File: config.mk
export PLATFORM = sky130hd
export DESIGN_NAME = alu_proj
export DESIGN_NICKNAME = d
export VERILOG_FILES = /design/src/rtl/alu_proj.sv
export SDC_FILE = /design/constraint.sdc
export NUM_CORES = 1
export LEC_CHECK = 0
export BUFFER_PORTS_ARGS = -buffer_cell sky130_fd_sc_hd__buf_4
export CAP_MARGIN = 20
export CORE_AREA = 2 2 72 74
export DETAILED_ROUTE_END_ITERATION = 10
export DIE_AREA = 0 0 74 76
export GPL_ROUTABILITY_DRIVEN = 1
export PLACE_DENSITY = 0.86
export SYNTH_ARGS = -nofsm -noshare
export SYNTH_HDL_FRONTEND = slang
export SYNTH_SLANG_ARGS = --single-unit
export TNS_END_PERCENT = 5
File: constraint.sdc
create_clock -name clk -period 6.04 [get_ports clk]
set_input_delay 0.302 -clock clk [delete_from_list [all_inputs] [get_ports clk]]
set_output_delay 0.302 -clock clk [all_outputs]
set_load 0.05 [all_outputs]
File: src/rtl/alu_proj.sv
// -----------------------------------------------------------------------------
// alu_proj -- registered 4-function ALU stage with carry-in / carry-out.
//
// Operands, opcode and carry-in are evaluated combinationally. The result and
// the carry/borrow are captured on the rising edge of clk. This gives a fixed
// latency of one cycle and accepts a new operation every cycle.
//
// There is no handshake. Every rising edge consumes whatever is on the inputs
// and replaces the previous result, so there is no valid/ready pair to honour.
//
// Ports:
//   clk       in   1      rising-edge clock
//   rst       in   1      synchronous, active-high reset; clears out/carryout
//   a         in   WIDTH  operand A (unsigned)
//   b         in   WIDTH  operand B (unsigned)
//   opcode    in   2      00 ADD, 01 OR, 10 SUB, 11 XOR
//   ci        in   1      carry-in (ADD) / borrow-in (SUB); ignored otherwise
//   out       out  WIDTH  registered result
//   carryout  out  1      registered carry (ADD) / borrow (SUB); 0 for logic ops
// -----------------------------------------------------------------------------
module alu_proj #(
  parameter int WIDTH = 16
) (
  input  logic             clk,
  input  logic             rst,
  input  logic [WIDTH-1:0] a,
  input  logic [WIDTH-1:0] b,
  input  logic [1:0]       opcode,
  input  logic             ci,
  output logic [WIDTH-1:0] out,
  output logic             carryout
);

  localparam logic [1:0] OP_ADD = 2'b00;
  localparam logic [1:0] OP_OR  = 2'b01;
  localparam logic [1:0] OP_SUB = 2'b10;
  localparam logic [1:0] OP_XOR = 2'b11;

  logic [WIDTH:0]   w_sum;
  logic [WIDTH:0]   w_diff;
  logic [WIDTH-1:0] w_res;
  logic             w_co;

  logic [WIDTH-1:0] r_out;
  logic             r_co;

  // Both arithmetic paths are computed at WIDTH+1 bits.
  // The subtraction is done in two's complement, and its true value lies in
  // [-(2^WIDTH), 2^WIDTH-1]. Bit WIDTH of the (WIDTH+1)-bit difference is
  // therefore set exactly when a < b + ci, which is the unsigned borrow.
  always_comb begin
    w_sum  = {1'b0, a} + {1'b0, b} + {{WIDTH{1'b0}}, ci};
    w_diff = {1'b0, a} - {1'b0, b} - {{WIDTH{1'b0}}, ci};
  end

  // Result select. The four codes form a full case for synthesis. An X/Z
  // opcode in simulation drives X rather than aliasing to a legal operation.
  always_comb begin
    w_res = '0;
    w_co  = 1'b0;
    case (opcode)
      OP_ADD: begin
        w_res = w_sum[WIDTH-1:0];
        w_co  = w_sum[WIDTH];
      end
      OP_OR: begin
        w_res = a | b;
        w_co  = 1'b0;
      end
      OP_SUB: begin
        w_res = w_diff[WIDTH-1:0];
        w_co  = w_diff[WIDTH];
      end
      OP_XOR: begin
        w_res = a ^ b;
        w_co  = 1'b0;
      end
      default: begin
        w_res = {WIDTH{1'bx}};
        w_co  = 1'bx;
      end
    endcase
  end

  // Output registers. Reset wins over any operation presented that cycle.
  always_ff @(posedge clk) begin
    if (rst) begin
      r_out <= '0;
      r_co  <= 1'b0;
    end else begin
      r_out <= w_res;
      r_co  <= w_co;
    end
  end

  assign out      = r_out;
  assign carryout = r_co;

endmodule

Yosys cells after proc, flatten, opt, wreduce, memory -nomap -nowiden. Index checks and enable logic that the tools add are counted. W data, S select, Z words.

Flip-flop bits (word level): 17. Input port bits: 37. Output and inout bits: 17. Logic and storage cells: 15.

Add/subtract/negate cells: 4. Eq/ne operators: 3. Multiplexer cells: 2. Bitwise logic cells: 2. Reductions and logical operators: 2.

Operators with widths (count): $pmux W16 S4 (1); $add A16 B16 Y17 (1); $add A17 B1 Y17 (1); $sub A16 B16 Y17 (1); $sub A17 B1 Y17 (1); $or A16 B16 Y16 (1); $xor A16 B16 Y16 (1); $eq A2 B2 Y1 const B (2); $pmux W1 S3 (1); $eq A2 B1 Y1 const B (1); $logic_not A2 Y1 (1); $reduce_or A2 Y1 (1).

Longest topological paths before layout.
Depth after elaboration: 3. Mapped depth: 11.

Worst setup path before layout. No wires, ideal clock.

Path type: input -> register. Start point: in a[0]. End point: reg r_out[15], in the netlist out[15]. Data arrival time: 2.549 ns. Data required time: 5.928 ns. Path slack: 3.378 ns. Stages on the path: 11. Path through: inv_1 > fa_1 > inv_1 > ha_1 > o21ai_0 > a22oi_1 > o31ai_1 > o21bai_1 > a221oi_1 > xor2_1 > a2111oi_1.

Cells in the longest elaborated chain, start to end: 3.

RTL lines: start, declared (line 26) `input logic [WIDTH-1:0] a,`; $sub A16 B16 Y17 / $add A16 B16 Y17 (equally long branches) (line 53, 52); $sub A17 B1 Y17 / $add A17 B1 Y17 (equally long branches) (line 53, 52); $pmux W16 S4 (*) (line 61) `case (opcode)`; end signal, assigned (line 91) `r_out <= w_res;`; end, declared (line 44) `logic [WIDTH-1:0] r_out;`.

Mark *: on every way between the ends. The rest lies on a longest branch, timed or not. A chain may end at the register's enable or synchronous reset.

Worst setup path after layout. Ends and elaborated chain as after synthesis.

==> results.txt <==
total CTS buffers = 3
Die H = 76 um
setup_tns = 0 ns
total grt overflow = 0
Synth area leaders = ha_1 (26%), dfxtp_1 (12%), inv_1 (7.7%)
Die Width = 74 um
worst-path cell chain = buf_4, inv_1, fa_1, inv_1, ha_1, o21ai_0, a22oi_1, o31ai_1, o21bai_1, a221oi_1, xor2_1, a2111oi_1
Mapped Cells = 374
Synth area leader = ha_1
maxcap violations = 0
vias in the first global route = 2,713
PD cells = 173.8 nW/um^2
TritonCTS clock tree = built
outcome = complete, no violations
Hold-fix buffers, CTS = 0
top-area cell type share of the netlist area = 26.19%
hold path startpoint = rst
Max stage delay cell, worst path = fa_1
IO Pins = 54
Async SR Flop Fraction = 0%
Commonest cells post-synth = ha_1 (61), inv_1 (60), a21oi_1 (38)
Post-Syn Area = 2914 um^2
Cell Area, Placed = 3292 um^2
RSZ-0062 raised after global routing = no
Finished Core Util = 67.93%
CTS sink cnt = 17
Yosys cell types = 58
switching power = 0.0002670 W
clock power share = 16.1%
WL/cell = 14.96 um
Clock Path Buffers = 2
max_slew headroom = 42.54%
HPWL Detailed = 5599 um
top-count cell post-synth = ha_1
Crit. End Element = register
most frequent CP cell = inv_1
Vias = 2,891
Yosys warning count = 0
hold depth = 2
DRC violations left = 0
post-route antenna net violation count = 0
Yosys reg bits = 17
delay-heaviest family, CP = compound AO/OA/AOI/OAI gates
antenna violations before repair = 0
Initial Util = 59.32%
largest net degree at the start of global routing = 39
HP Class = in -> reg
number of synthesized flops with an enable pin = 0
GRT Util Overall = 25.98%
WL final = 7271 um
internal power = 0.0003129 W
Final Slew Violations = 0
full die area = 5624 um^2
Finished Layout Cells = 486
Std-Cell Rows = 26
Pre-antenna DRT Iters = 6
n_diodes = 0
share of cells above drive strength 1 = 15.63%
Comb pwr share = 61.4%
Area Overhead vs Synth = 14.51%
filler cell count = 439
Max FO, Critical Path = 4
Post-synth top flop = dfxtp_1
Worst setup SP type = input pin
final hold vios = 0
drt via density = 5.949
Final nets = 519
Flop pwr share = 22.5%
first-pass GRT wire length = 12,050 um
post-placement cell count = 482
Core Area = 4912 um^2
Sw Ratio = 46.04%
input/output buffers = 53
CP required = 6.19 ns
Worst-path clk slew = 0.08 ns
CP Class = in -> reg
final instance area = 3337 um^2
GP Congestion = 0.8932
Least-Margin Pin Slew = 0.8601 ns
clk root buf = clkbuf_8
syn_nets = 476
Post-CTS Resized = 0
Tmin final = 2.779 ns
largest stage delay on the critical path = 0.58 ns
final setup fails = 0
worst vdd rail ir drop = 0.08461 mV
f_max = 0.3598 GHz
number of H-tree levels = 1
Post-CTS Setup Bufs = 0
fin crit share = 46.02%
Avg Inst Size Synth = 7.792 um^2
sequential area share after synthesis = 11.68%
Worst Path Arrival = 2.93 ns
Hold WS = 0.3955 ns
worst hold endpoint = out[2]
initial DRC count = 276
Leakage Power = 1.681 nW
Buf+Inv Stages, Crit Path = 3
==> worst max-delay path by stage <==
stage	startpoint	to	slack (ns)	cells past startpoint
after floorplan	a[0]	out[15]	3.38	11
after global placement	a[0]	out[15]	3.11	12
after detailed placement	a[0]	out[15]	3.02	12
after CTS	a[0]	out[15]	3.26	12
after global routing	a[0]	out[15]	3.04	12
final	a[0]	out[15]	3.26	12
==> state kept, by name, indices dropped and copies added, names as in the netlist <==
name,flops
out,16
carryout,1
==> cell type report <==
cell class | count | area, um^2 | area share, %
clock buffer | 4 | 45.04 | 1.350
sequential | 17 | 340.3 | 10.20
tap | 70 | 87.58 | 2.625
multi-input combinational | 282 | 2241 | 67.15
inverter | 60 | 225.2 | 6.749
timing repair buffer | 53 | 397.9 | 11.92
==> metrics by stage <==
step | power (W) | setup WS, ns
6_report | 0.0005799 | 3.261
5_1_grt | 0.0006187 | 3.042
4_1_cts | 0.0005732 | 3.259
3_5_place_dp | 0.0004824 | 3.024
3_3_place_gp | 0.0004745 | 3.112
2_1_floorplan | 0.0003953 | 3.378
==> cells by family (layout without fill, tap and decap cells) <==
logic type	count (synthesis)	count (layout)	share of synthesized area, %
XOR/XNOR	16	16	4.809
AND/OR/NAND/NOR	77	77	13.87
AO/OA/AOI/OAI	119	119	27.52
flip-flops	17	17	11.68
buffers and inverters	75	117	11.42
multiplexers	5	5	1.760
adder cells (fa/ha/maj)	65	65	28.94
==> power groups by stage <==
stage	clock network, W	registers (W)	logic, W
after floorplan	0	0.000181	0.000214
after global placement	0	0.000132	0.000342
after detailed placement	0	0.000133	0.000349
after CTS	0.0000917	0.000130	0.000351
after global routing	0.0000980	0.000132	0.000389
final	0.0000936	0.000130	0.000356
==> cells in the final DEF (no fill, tap or decap), types with 4 or more instances in the layout <==
cell | synthesis | routed
o21ai_0 | 22 | 22
fa_1 | 4 | 4
nor2_1 | 16 | 16
dfxtp_1 | 17 | 17
inv_1 | 60 | 60
nand2b_1 | 5 | 5
xor2_1 | 10 | 10
a21oi_1 | 38 | 38
nand3_1 | 4 | 4
nor2b_1 | 7 | 7
a31oi_1 | 4 | 4
a21o_1 | 4 | 4
o21a_1 | 6 | 6
ha_1 | 61 | 61
nand2_1 | 16 | 16
mux2i_1 | 4 | 4
nor3_1 | 10 | 10
o31ai_1 | 4 | 4
xnor2_1 | 6 | 6
nor3b_1 | 4 | 4
a211oi_1 | 8 | 8
buf_4 | 2 | 53
==> routing by layer <==
layer	wire, um	vias up	track usage (%)
li1	-	1388	-
met1	3101	1346	35.50
met2	3426	144	42.59
met3	639	13	3.439
met4	104	0	6.545
met5	0	-	0
Power figures use the tool's default switching activity.
